**src/rtl/gfp8_pkg.sv**
```systemverilog
// Shared types and constants for the GFP-to-FP16 result packer.
package gfp8_pkg;

  localparam int          FP16_BIAS       = 15;
  localparam logic [15:0] FP16_MAX_FINITE = 16'h7BFF;

  typedef enum logic [1:0] {
    ST_IDLE      = 2'd0,
    ST_PACK      = 2'd1,
    ST_WAIT_LAST = 2'd2
  } state_t;

  typedef struct packed {
    logic signed [31:0] mantissa;
    logic signed [7:0]  exponent;
  } gfp_result_t;

  // Index of the highest set bit; 0 for a zero input.
  function automatic logic [4:0] msb_pos(input logic [31:0] value);
    logic [4:0] pos;
    pos = 5'd0;
    for (int i = 0; i < 32; i++) begin
      if (value[i]) pos = 5'(i);
      else          pos = pos;
    end
    return pos;
  endfunction

endpackage

```
**src/rtl/gfp8_result_packer_gfp8_to_fp16.sv**
```systemverilog
// Two-stage GFP (signed mantissa x 2^exponent) to FP16 converter with a
// valid/done sideband that travels alongside the data.
module gfp8_to_fp16
  import gfp8_pkg::*;
(
  input  logic        clk,
  input  logic        rst,
  input  logic        clear,
  input  logic        in_valid,
  input  logic        in_done,
  input  gfp_result_t in_result,
  output logic        out_valid,
  output logic        out_done,
  output logic [15:0] out_fp16,
  output logic        busy
);

  logic               s1_valid, s1_done, s1_sign;
  logic [31:0]        s1_mag;
  logic [4:0]         s1_pos;
  logic signed [7:0]  s1_exp;
  logic [31:0]        mag_in, norm;
  logic [10:0]        rnd;
  logic signed [9:0]  e_biased, e_round;
  logic               guard, sticky;
  logic [15:0]        fp16_c;

  assign mag_in = in_result.mantissa[31] ? (32'd0 - in_result.mantissa) : in_result.mantissa;

  // Stage 1: sign, magnitude and leading-one position.
  always_ff @(posedge clk or posedge rst) begin
    if (rst) begin
      s1_valid <= 1'b0; s1_done <= 1'b0; s1_sign <= 1'b0;
      s1_mag <= 32'd0; s1_pos <= 5'd0; s1_exp <= 8'sd0;
    end else if (clear) begin
      s1_valid <= 1'b0; s1_done <= 1'b0; s1_sign <= 1'b0;
      s1_mag <= 32'd0; s1_pos <= 5'd0; s1_exp <= 8'sd0;
    end else begin
      s1_valid <= in_valid;
      s1_done  <= in_done;
      if (in_valid) begin
        s1_sign <= in_result.mantissa[31];
        s1_mag  <= mag_in;
        s1_pos  <= msb_pos(mag_in);
        s1_exp  <= in_result.exponent;
      end
    end
  end

  // Stage 2 datapath: normalise, round to nearest even, then range-limit.
  always_comb begin
    norm     = s1_mag << (5'd31 - s1_pos);
    guard    = norm[20];
    sticky   = |norm[19:0];
    rnd      = {1'b0, norm[30:21]} + {10'd0, guard & (sticky | norm[21])};
    e_biased = $signed({5'd0, s1_pos}) + $signed({{2{s1_exp[7]}}, s1_exp})
               + $signed(10'(FP16_BIAS));
    e_round  = e_biased + $signed({9'd0, rnd[10]});
    if (s1_mag == 32'd0)           fp16_c = 16'h0000;
    else if (e_round <= 10'sd0)    fp16_c = {s1_sign, 15'd0};
    else if (e_round >= 10'sd31)   fp16_c = {s1_sign, FP16_MAX_FINITE[14:0]};
    else                           fp16_c = {s1_sign, e_round[4:0], rnd[9:0]};
  end

  // Stage 2 output register.
  always_ff @(posedge clk or posedge rst) begin
    if (rst) begin
      out_valid <= 1'b0; out_done <= 1'b0; out_fp16 <= 16'h0000;
    end else if (clear) begin
      out_valid <= 1'b0; out_done <= 1'b0; out_fp16 <= 16'h0000;
    end else begin
      out_valid <= s1_valid;
      out_done  <= s1_done;
      out_fp16  <= s1_valid ? fp16_c : out_fp16;
    end
  end

  assign busy = s1_valid | s1_done | out_valid | out_done;

endmodule

```
**src/rtl/gfp8_result_packer.sv**
```systemverilog
// Packs converted FP16 results into lines and queues them in a show-ahead
// FIFO; tile_done flushes the partial line and marks the tile's last line.
module gfp8_result_packer
  import gfp8_pkg::*;
#(
  parameter int RES_PER_LINE = 16,
  parameter int FIFO_DEPTH   = 4,
  localparam int LINE_W      = 16 * RES_PER_LINE,
  localparam int NRES_W      = $clog2(RES_PER_LINE + 1)
) (
  input  logic              i_clk,
  input  logic              i_reset,
  input  logic [31:0]       i_result_mantissa,
  input  logic [7:0]        i_result_exponent,
  input  logic              i_result_valid,
  input  logic              i_tile_done,
  input  logic              i_clear,
  output logic [LINE_W-1:0] o_line_data,
  output logic [NRES_W-1:0] o_line_nres,
  output logic              o_line_last,
  output logic              o_line_valid,
  input  logic              i_line_ready,
  output logic              o_tile_complete,
  output logic              o_overflow,
  output logic [15:0]       o_result_count,
  output logic              o_busy
);

  localparam int PTR_W = $clog2(FIFO_DEPTH);
  localparam int CNT_W = PTR_W + 1;

  gfp_result_t        result_in;
  logic               conv_valid, conv_done, conv_busy;
  logic [15:0]        conv_fp16;

  state_t             state_r, state_next, next_fill;
  logic [LINE_W-1:0]  line_r, line_w;
  logic [NRES_W-1:0]  cnt_r, cnt_w;
  logic [LINE_W-1:0]  mem_data [FIFO_DEPTH];
  logic [NRES_W-1:0]  mem_nres [FIFO_DEPTH];
  logic               mem_last [FIFO_DEPTH];
  logic [PTR_W-1:0]   wr_ptr_r, rd_ptr_r;
  logic [CNT_W-1:0]   fifo_cnt_r;
  logic               overflow_r, tile_complete_r, new_tile_r;
  logic [15:0]        result_count_r;
  logic               push, pop, drop, push_ok, fifo_full, head_last, complete_next;

  assign result_in.mantissa = i_result_mantissa;
  assign result_in.exponent = i_result_exponent;

  gfp8_to_fp16 u_conv (
    .clk       (i_clk),
    .rst       (i_reset),
    .clear     (i_clear),
    .in_valid  (i_result_valid),
    .in_done   (i_tile_done),
    .in_result (result_in),
    .out_valid (conv_valid),
    .out_done  (conv_done),
    .out_fp16  (conv_fp16),
    .busy      (conv_busy)
  );

  // Slot write, line push/drop decisions and next packer state.
  always_comb begin
    line_w = line_r;
    for (int k = 0; k < RES_PER_LINE; k++) begin
      if (conv_valid && (cnt_r == NRES_W'(k))) line_w[16*k +: 16] = conv_fp16;
      else                                     line_w[16*k +: 16] = line_r[16*k +: 16];
    end
    cnt_w         = conv_valid ? (cnt_r + NRES_W'(1)) : cnt_r;
    push          = (cnt_w == NRES_W'(RES_PER_LINE)) || (conv_done && (cnt_w != NRES_W'(0)));
    pop           = o_line_valid && i_line_ready;
    fifo_full     = (fifo_cnt_r == CNT_W'(FIFO_DEPTH));
    drop          = push && fifo_full && !pop;
    push_ok       = push && !drop;
    head_last     = mem_last[rd_ptr_r];
    // A tile with nothing left to send, or whose last line was dropped, completes at once.
    complete_next = (pop && head_last) || (conv_done && !push) || (drop && conv_done);
    next_fill     = (push || (cnt_w == NRES_W'(0))) ? ST_IDLE : ST_PACK;
    if (conv_done) begin
      state_next = push_ok ? ST_WAIT_LAST : ST_IDLE;
    end else begin
      case (state_r)
        ST_WAIT_LAST:     state_next = (pop && head_last) ? next_fill : ST_WAIT_LAST;
        ST_IDLE, ST_PACK: state_next = next_fill;
        default:          state_next = ST_IDLE;
      endcase
    end
  end

  // Packer, FIFO pointers and status registers.
  always_ff @(posedge i_clk or posedge i_reset) begin
    if (i_reset) begin
      state_r <= ST_IDLE; line_r <= '0; cnt_r <= NRES_W'(0);
      wr_ptr_r <= PTR_W'(0); rd_ptr_r <= PTR_W'(0); fifo_cnt_r <= CNT_W'(0);
      overflow_r <= 1'b0; tile_complete_r <= 1'b0; new_tile_r <= 1'b0; result_count_r <= 16'd0;
    end else if (i_clear) begin
      state_r <= ST_IDLE; line_r <= '0; cnt_r <= NRES_W'(0);
      wr_ptr_r <= PTR_W'(0); rd_ptr_r <= PTR_W'(0); fifo_cnt_r <= CNT_W'(0);
      overflow_r <= 1'b0; tile_complete_r <= 1'b0; new_tile_r <= 1'b0; result_count_r <= 16'd0;
    end else begin
      state_r         <= state_next;
      line_r          <= push ? '0 : line_w;
      cnt_r           <= push ? NRES_W'(0) : cnt_w;
      wr_ptr_r        <= push_ok ? (wr_ptr_r + PTR_W'(1)) : wr_ptr_r;
      rd_ptr_r        <= pop ? (rd_ptr_r + PTR_W'(1)) : rd_ptr_r;
      case ({push_ok, pop})
        2'b10:   fifo_cnt_r <= fifo_cnt_r + CNT_W'(1);
        2'b01:   fifo_cnt_r <= fifo_cnt_r - CNT_W'(1);
        default: fifo_cnt_r <= fifo_cnt_r;
      endcase
      overflow_r      <= overflow_r | drop;
      tile_complete_r <= complete_next;
      // The result that arrives with done still belongs to the closing tile.
      if (conv_valid) result_count_r <= new_tile_r ? 16'd1 : (result_count_r + 16'd1);
      new_tile_r      <= conv_done ? 1'b1 : (conv_valid ? 1'b0 : new_tile_r);
    end
  end

  // Line storage needs no reset: entries are only read while counted valid.
  always_ff @(posedge i_clk) begin
    if (push_ok) begin
      mem_data[wr_ptr_r] <= line_w;
      mem_nres[wr_ptr_r] <= cnt_w;
      mem_last[wr_ptr_r] <= conv_done;
    end
  end

  assign o_line_valid    = (fifo_cnt_r != CNT_W'(0));
  assign o_line_data     = o_line_valid ? mem_data[rd_ptr_r] : '0;
  assign o_line_nres     = o_line_valid ? mem_nres[rd_ptr_r] : NRES_W'(0);
  assign o_line_last     = o_line_valid && mem_last[rd_ptr_r];
  assign o_tile_complete = tile_complete_r;
  assign o_overflow      = overflow_r;
  assign o_result_count  = result_count_r;
  assign o_busy          = conv_busy || (cnt_r != NRES_W'(0)) || o_line_valid;

endmodule

```
**config.mk**
```make
export PLATFORM = sky130hd
export DESIGN_NAME = gfp8_result_packer
export DESIGN_NICKNAME = d
export VERILOG_FILES = /design/src/rtl/gfp8_pkg.sv /design/src/rtl/gfp8_result_packer_gfp8_to_fp16.sv /design/src/rtl/gfp8_result_packer.sv
export SDC_FILE = /design/constraint.sdc
export NUM_CORES = 2
export LEC_CHECK = 0
export ABC_AREA = 1
export BUFFER_PORTS_ARGS = -buffer_cell sky130_fd_sc_hd__buf_4
export CORE_ASPECT_RATIO = 0.75
export CORE_MARGIN = 4
export CORE_UTILIZATION = 50
export CTS_CLUSTER_SIZE = 24
export DETAILED_ROUTE_END_ITERATION = 12
export PLACE_DENSITY = 0.67
export SYNTH_ARGS = -nofsm -noshare
export SYNTH_HDL_FRONTEND = slang
export SYNTH_SLANG_ARGS = --single-unit
```
**constraint.sdc**
```tcl
create_clock -name i_clk -period 18.66 [get_ports i_clk]
set_input_delay 0 -clock i_clk [delete_from_list [all_inputs] [get_ports i_clk]]
set_output_delay 0 -clock i_clk [all_outputs]
set_load 0.005 [all_outputs]
```
## Yosys cells after proc, flatten, opt, wreduce, memory -nomap -nowiden

Memories as Yosys holds them, arrays and structs flattened.
Index checks and enable logic that the tools add are counted.

| storage, ports and cells | value |
|---|---|
| output and inout bits | 282 |
| input bits | 46 |
| memory bits (writable) | 1048 |
| memories | 3 |
| register bits | 353 |

Memories:

| memory | depth | width | read ports | clocked after Yosys merged registers in | write ports | RTL line | RTL |
|---|---|---|---|---|---|---|---|
| mem_data | 4 | 256 | 1 | 0 | 1 | gfp8_result_packer.sv:39 | `logic [LINE_W-1:0] mem_data [FIFO_DEPTH];` |
| mem_nres | 4 | 5 | 1 | 0 | 1 | gfp8_result_packer.sv:40 | `logic [NRES_W-1:0] mem_nres [FIFO_DEPTH];` |
| mem_last | 4 | 1 | 1 | 0 | 1 | gfp8_result_packer.sv:41 | `logic mem_last [FIFO_DEPTH];` |

| cells by class | value |
|---|---|
| magnitude comparators | 2 |
| equality and inequality tests | 19 |
| shifts and indexed selects | 1 |
| multiplexer cells | 88 |
| bitwise gates (word level) | 6 |
| reductions and logical operators | 46 |
| add/sub/neg operators | 12 |

Operators with widths:

| kind | number |
|---|---|
| 256-bit two-way mux | 3 |
| 16-bit two-way mux | 22 |
| 5-bit two-way mux | 22 |
| 32-bit two-way mux | 3 |
| 5-bit by 4-bit == test with 1-bit output (second input constant) | 8 |
| 32-bit logical NOT | 1 |
| 4-bit two-way mux | 8 |
| 32-bit by 5-bit << shifter with 31-bit output | 1 |
| 1-bit by 32-bit subtractor with 32-bit output (first input constant) | 1 |
| 15-bit two-way mux | 2 |
| 1-bit logical AND | 25 |
| 5-bit by 3-bit == test with 1-bit output (second input constant) | 4 |
| 20-bit OR reduction | 1 |
| 16-bit by 1-bit adder with 16-bit output (second input constant) | 1 |
| 8-bit two-way mux | 2 |
| 3-bit two-way mux | 5 |
| 1-bit two-way mux | 14 |
| 2-bit two-way mux | 6 |
| 10-bit by 1-bit adder with 11-bit output | 1 |
| 10-bit by 2-bit adder with 10-bit output | 1 |
| 10-bit by 5-bit adder with 10-bit output (second input constant) | 1 |
| 5-bit by 2-bit == test with 1-bit output (second input constant) | 2 |
| 10-bit by 6-bit >= comparator with 1-bit output (second input constant) | 1 |
| 10-bit by 1-bit <= comparator with 1-bit output (second input constant) | 1 |
| 20 further kinds | 38 |

## Logic depth before layout (Yosys ltp)

| logic depth | value |
|---|---|
| depth in word-level cells | 35 |
| mapped depth | 36 |
| mapped depth without buffers | 35 |

## Hierarchy

A second synthesis with hierarchy kept.

| second synthesis, totals | value |
|---|---|
| cells, all modules | 5671 |
| area, all modules | 59732.3 µm² |

Modules (own cells, without submodules):

| module | instances | cells each | area an instance (µm²) |
|---|---|---|---|
| gfp8_result_packer | 1 | 4834 | 54143.2 |
| gfp8_to_fp16 | 1 | 837 | 5589.1 |

## Worst setup path after synthesis

Ideal clock, no wire load.

| timing | value |
|---|---|
| path kind | register to register |
| start | register cnt_r[0] |
| end | memory mem_data[0][0] (netlist name) (enable) |
| stages on the path, launching flop included | 12 |
| data arrival time | 12.722 ns |
| buffers on the path | 0 |
| required time | 17.770 ns |
| setup time | 0.890 ns |
| slack | 5.049 ns |
| cells stage by stage | dfrtp_1 ha_1 inv_1 nor2_1 ha_1 o21ai_0 nand2_1 o21ai_0 inv_1 nor2_1 inv_1 nor2_1 |

| between the ends | value |
|---|---|
| cells in the longest elaborated chain, start to end | 11 |

Ends and longest elaborated chain:

| what | RTL line | RTL |
|---|---|---|
| from (decl) | gfp8_result_packer.sv:38 | `logic [NRES_W-1:0] cnt_r, cnt_w;` |
| from (signal assigned) | gfp8_result_packer.sv:105 | `cnt_r <= push ? NRES_W'(0) : cnt_w;` |
| 5-bit by 1-bit adder with 5-bit output * | gfp8_result_packer.sv:71 | `cnt_w = conv_valid ? (cnt_r + NRES_W'(1)) : cnt_r;` |
| 5-bit two-way mux * | gfp8_result_packer.sv:71 |  |
| via cnt_w[4] | gfp8_result_packer.sv:38 |  |
| 5-bit nonzero test | gfp8_result_packer.sv:72 | `push = (cnt_w == NRES_W'(RES_PER_LINE)) \|\| (conv_done && (cnt_w != NRES_W'(0)));` |
| 1-bit logical AND | gfp8_result_packer.sv:72 |  |
| 1-bit logical OR * | gfp8_result_packer.sv:72 |  |
| 1-bit logical AND (2 in a row) | gfp8_result_packer.sv:75 | `drop = push && fifo_full && !pop;` |
| 1-bit logical NOT | gfp8_result_packer.sv:76 | `push_ok = push && !drop;` |
| 1-bit logical AND * | gfp8_result_packer.sv:76 |  |
| 1-bit two-way mux * | gfp8_result_packer.sv:123 | `if (push_ok) begin` |
| 1-bit two-way mux (implied by the code) * | gfp8_result_packer.sv:124 | `mem_data[wr_ptr_r] <= line_w;` |
| to (decl) | gfp8_result_packer.sv:39 |  |

The timed path passes the listed nets; every way through them passes the cells marked *.

## Final worst setup path

| timing | value |
|---|---|
| start | register rd_ptr_r[0] |
| end | output o_line_data[245] |

| between the ends | value |
|---|---|
| cells in the longest elaborated chain, start to end | 2 |

Ends and longest elaborated chain:

| what | RTL line | RTL |
|---|---|---|
| from (decl) | gfp8_result_packer.sv:42 | `logic [PTR_W-1:0] wr_ptr_r, rd_ptr_r;` |
| from (signal assigned) | gfp8_result_packer.sv:107 | `rd_ptr_r <= pop ? (rd_ptr_r + PTR_W'(1)) : rd_ptr_r;` |
| memory read 4 x 256 bit | - |  |
| 256-bit two-way mux | gfp8_result_packer.sv:131 | `assign o_line_data = o_line_valid ? mem_data[rd_ptr_r] : '0;` |
| to (decl) | gfp8_result_packer.sv:18 | `output logic [LINE_W-1:0] o_line_data,` |

Every way passes these cells.

==> flow_summary_export.csv <==
group,metric,value,unit
sta,fin_skew,0.0290,ns
final_layout,syn_to_final_growth,15.4,%
routing,vias,40949,
sta,finalCriticalPeriod,5.45,ns
setup_path,crit_required,18.66,ns
final_layout,antennaDiodeCount,0,
clocking,clockRootBuffer,"clkbuf_16",
routing,detail-route-antenna-nets,0,
power_and_ir_drop,power.switching,2.45,mW
logic_synthesis,ys.warnings.count,0,
logic_synthesis,ys_seq_elements,1401,
placement,numPlacedInstances,7217,
worst_hold_path,hp-class,"in -> reg",
logic_synthesis,synth_ff_type,"edfxtp_1",
sta,final-hold-violation-count,0,
routing,drt_pass1_iterations,6,
setup_path,crit_fanout,171,
power_and_ir_drop,powerDensity,118,mW/mm^2
logic_synthesis,synth_cell_types,62,
routing,wirelength,155000,um
sta,drv_slew,0,
sta,relSlewSlack,0.146,
setup_path,crit_path_start_kind,"flop",
power_and_ir_drop,p_seq_frac,0.423,
die,initial_core_util,0.506,
sta,grt_setup_unrepaired,"no",
setup_path,r2r_slack,13.22,ns
setup_path,critPathKind,"reg -> out",
sta,worst_pin_slew,1.28,ns
setup_path,cp.arrival,5.45,ns
sta,finalSetupViolCount,0,
logic_synthesis,syn_area,0.0589,mm^2
routing,avgViaCountPerCell,5.41,
logic_synthesis,syn_nets,5698,
die,fp-row-count,108,
sta,fin_crit_sh,0.292,
global_route,grt_remaining_overflow,0,
final_layout,nets,5987,
final_layout,layout-drive-gt1-share,0.107,
global_route,grt_pass1_wl,236000,um
logic_synthesis,yosysSeqAreaShare,0.685,
power_and_ir_drop,p_int,5.59,mW
clocking,cts.sinks,1401,
logic_synthesis,async_reset_ff_frac,0.252,
logic_synthesis,synthCells,5631,
power_and_ir_drop,combPwrFrac,0.240,
clocking,cts_tree,"done",
global_route,antenna_found_initial,3,
clocking,cts-htree-levels,4,
die,dieArea,0.123,mm^2
clocking,post_cts_resized,0,
routing,post_drt_wl_per_cell,20.4,um
die,core_area,0.116,mm^2
die,io_pins,328,
routing,drc,0,
placement,finalWeightedCongestion,0.839,
setup_path,endpoint_kind,"output pin",
routing,drt_iter0_drc,3694,
clocking,path_clk_slew,0.06,ns
global_route,grtUsageTotal,0.249,
logic_synthesis,synth-edff-count,1048,
placement,dp_hpwl,87300,um
clocking,cts_made_buffers,140,
clocking,clock_path_buffers,3,
logic_synthesis,synth_area_per_cell,10.5,um^2
final_layout,stdcell_count,7576,
power_and_ir_drop,clock_power_share,0.337,
run_status,outcome,"completed",
power_and_ir_drop,swShare,0.305,
placement,portBuffers,327,
sta,tns,0,ns
global_route,first_global_vias,39832,
global_route,grt_max_degree,215,
sta,max_freq,183,MHz
power_and_ir_drop,total_leakage_power,28.2,nW
clocking,clock_latency,0.75,ns
die,fp.dieH,305,um
die,die_w,404,um
flow_run,drv_cap,0,
power_and_ir_drop,ir_drop,0.185,mV
-- critical path: stages (launching register included) --
cell     delay (ns)
dfrtp_4        0.71
inv_8          0.70
buf_4          0.96
buf_4          0.99
o21ai_0        0.23
a21oi_1        0.70
buf_4          0.23
-- layer usage --
metal / up-vias / part of all wire / track usage
li1: 19428 / - / -
met4: 0 / 0.022 / 0.0684
met5: - / 0 / 0
met1: 19964 / 0.43 / 0.350
met2: 1367 / 0.47 / 0.404
met3: 190 / 0.074 / 0.0454
-- layout make-up --
| cell class | count | area [um^2] |
|---|---|---|
| multi-input cells | 3374 | 15300 |
| repair buffers | 483 | 3950 |
| inverters | 520 | 1980 |
| flip-flops and latches | 1401 | 40300 |
| clock buffers | 195 | 3960 |
| fillers | 9561 | 48400 |
| well taps | 1540 | 1930 |
| clock inverters | 63 | 477 |
-- cell usage in the layout (no fill, tap or decap), types with 6 or more instances in the layout --
cell / netlist / routed
o21ai_1: 52 / 52
dlygate4sd3_1: 0 / 101
xnor2_1: 12 / 12
dfrtp_1: 353 / 351
o21ai_0: 856 / 856
ha_1: 19 / 19
o22ai_1: 36 / 36
nor3_1: 21 / 21
xor2_1: 30 / 30
a21oi_1: 290 / 290
mux2i_1: 15 / 15
clkbuf_8: 0 / 12
nand4_1: 8 / 8
nor4_1: 15 / 15
o21ai_2: 8 / 8
nor2_4: 1 / 6
nor2_2: 4 / 15
clkinv_2: 1 / 27
clkbuf_1: 276 / 37
clkbuf_16: 0 / 146
nor2_1: 1410 / 1394
inv_6: 0 / 6
edfxtp_1: 1048 / 1048
clkinv_1: 5 / 26
a31oi_1: 9 / 9
buf_12: 0 / 6
buf_4: 3 / 376
nand3_1: 31 / 31
nand2_1: 493 / 492
inv_2: 9 / 9
inv_1: 505 / 502
-- path summary, 6_finish.rpt --
kind | startpoint | endpoint | depth (start not counted)
worst max-delay path | rd_ptr_r[0] | o_line_data[245] | 6
worst min-delay path | i_result_mantissa[0] | u_conv.s1_mag[0] | 4
worst max register to register | u_conv.out_valid | mem_data[3][43] | 13
worst min register to register | o_overflow | o_overflow | 1
max in group asynchronous | i_reset | line_r[116] | 5
min in group asynchronous | i_reset | u_conv.s1_mag[8] | 4
-- cell families (layout without fill, tap and decap cells) --
kind of cell | Yosys count | in the layout | share of synthesized area
AND/OR/NAND/NOR | 2012 | 2012 | 0.133
flip-flops | 1401 | 1401 | 0.685
AO/OA/AOI/OAI | 1284 | 1284 | 0.113
buffers and inverters | 856 | 1261 | 0.0562
XOR/XNOR | 42 | 42 | 0.00625
adder cells (fa/ha/maj) | 21 | 21 | 0.00472
multiplexers | 15 | 15 | 0.00255
-- synthesized netlist by cell type (5+ instances only) --
library cell  count  share of area
a21oi_1         290          0.025
a22o_1            5        0.00074
a31oi_1           9        0.00096
buf_1            26         0.0017
buf_2            25         0.0021
clkbuf_1        276          0.018
clkinv_1          5        0.00032
dfrtp_1         353           0.15
edfxtp_1       1048           0.53
ha_1             19         0.0040
inv_1           505          0.032
inv_2             9        0.00057
mux2i_1          15         0.0026
nand2_1         493          0.031
nand3_1          31         0.0026
nand3b_1          5        0.00064
nand4_1           8        0.00085
nor2_1         1410          0.090
nor3_1           21         0.0018
nor4_1           15         0.0016
o21ai_0         856          0.073
o21ai_1          52         0.0044
o21ai_2           8         0.0012
o22ai_1          36         0.0038
xnor2_1          12         0.0018
xor2_1           30         0.0045
-- power by group through the flow --
stage	clock (mW)	sequential (mW)	combinational [mW]
floorplan	0	3.43	0.899
global placement	0	3.46	1.92
detailed placement	0	3.46	1.92
CTS	2.76	3.40	1.95
global route	2.90	3.40	2.09
finish	2.71	3.40	1.93
-- what timing repair did --
item                                   in CTS  in global routing
hold buffers                              101                  0
endpoints found under the hold margin     175                  0
setup buffers                               0                  0
-- registers in the layout, indices dropped and copies added (netlist names) --
register          cells
cnt_r                 5
fifo_cnt_r            3
line_r              256
mem_data           1024
mem_last              4
mem_nres             20
new_tile_r            1
o_overflow            1
o_result_count       16
o_tile_complete       1
rd_ptr_r              2
u_conv.out_done       1
u_conv.out_fp16      16
u_conv.out_valid      1
u_conv.s1_done        1
u_conv.s1_exp         8
u_conv.s1_mag        32
u_conv.s1_pos         5
u_conv.s1_sign        1
u_conv.s1_valid       1
wr_ptr_r              2
-- stage by stage --
step                hold slack, ns  instance area (um^2)  utilization  setup slack (ns)  power (mW)
floorplan                   0.0744                 58900            -              5.05        4.33
global route                0.0940                 67900        0.584             12.54        8.40
global placement             0.209                 62500        0.537             13.25        5.38
CTS                         0.0617                 67900        0.584             13.15        8.12
detailed placement           0.213                 62500        0.537             13.24        5.39
finish                       0.133                 67900        0.584             13.21        8.04
Power figures use the tool's default switching activity.
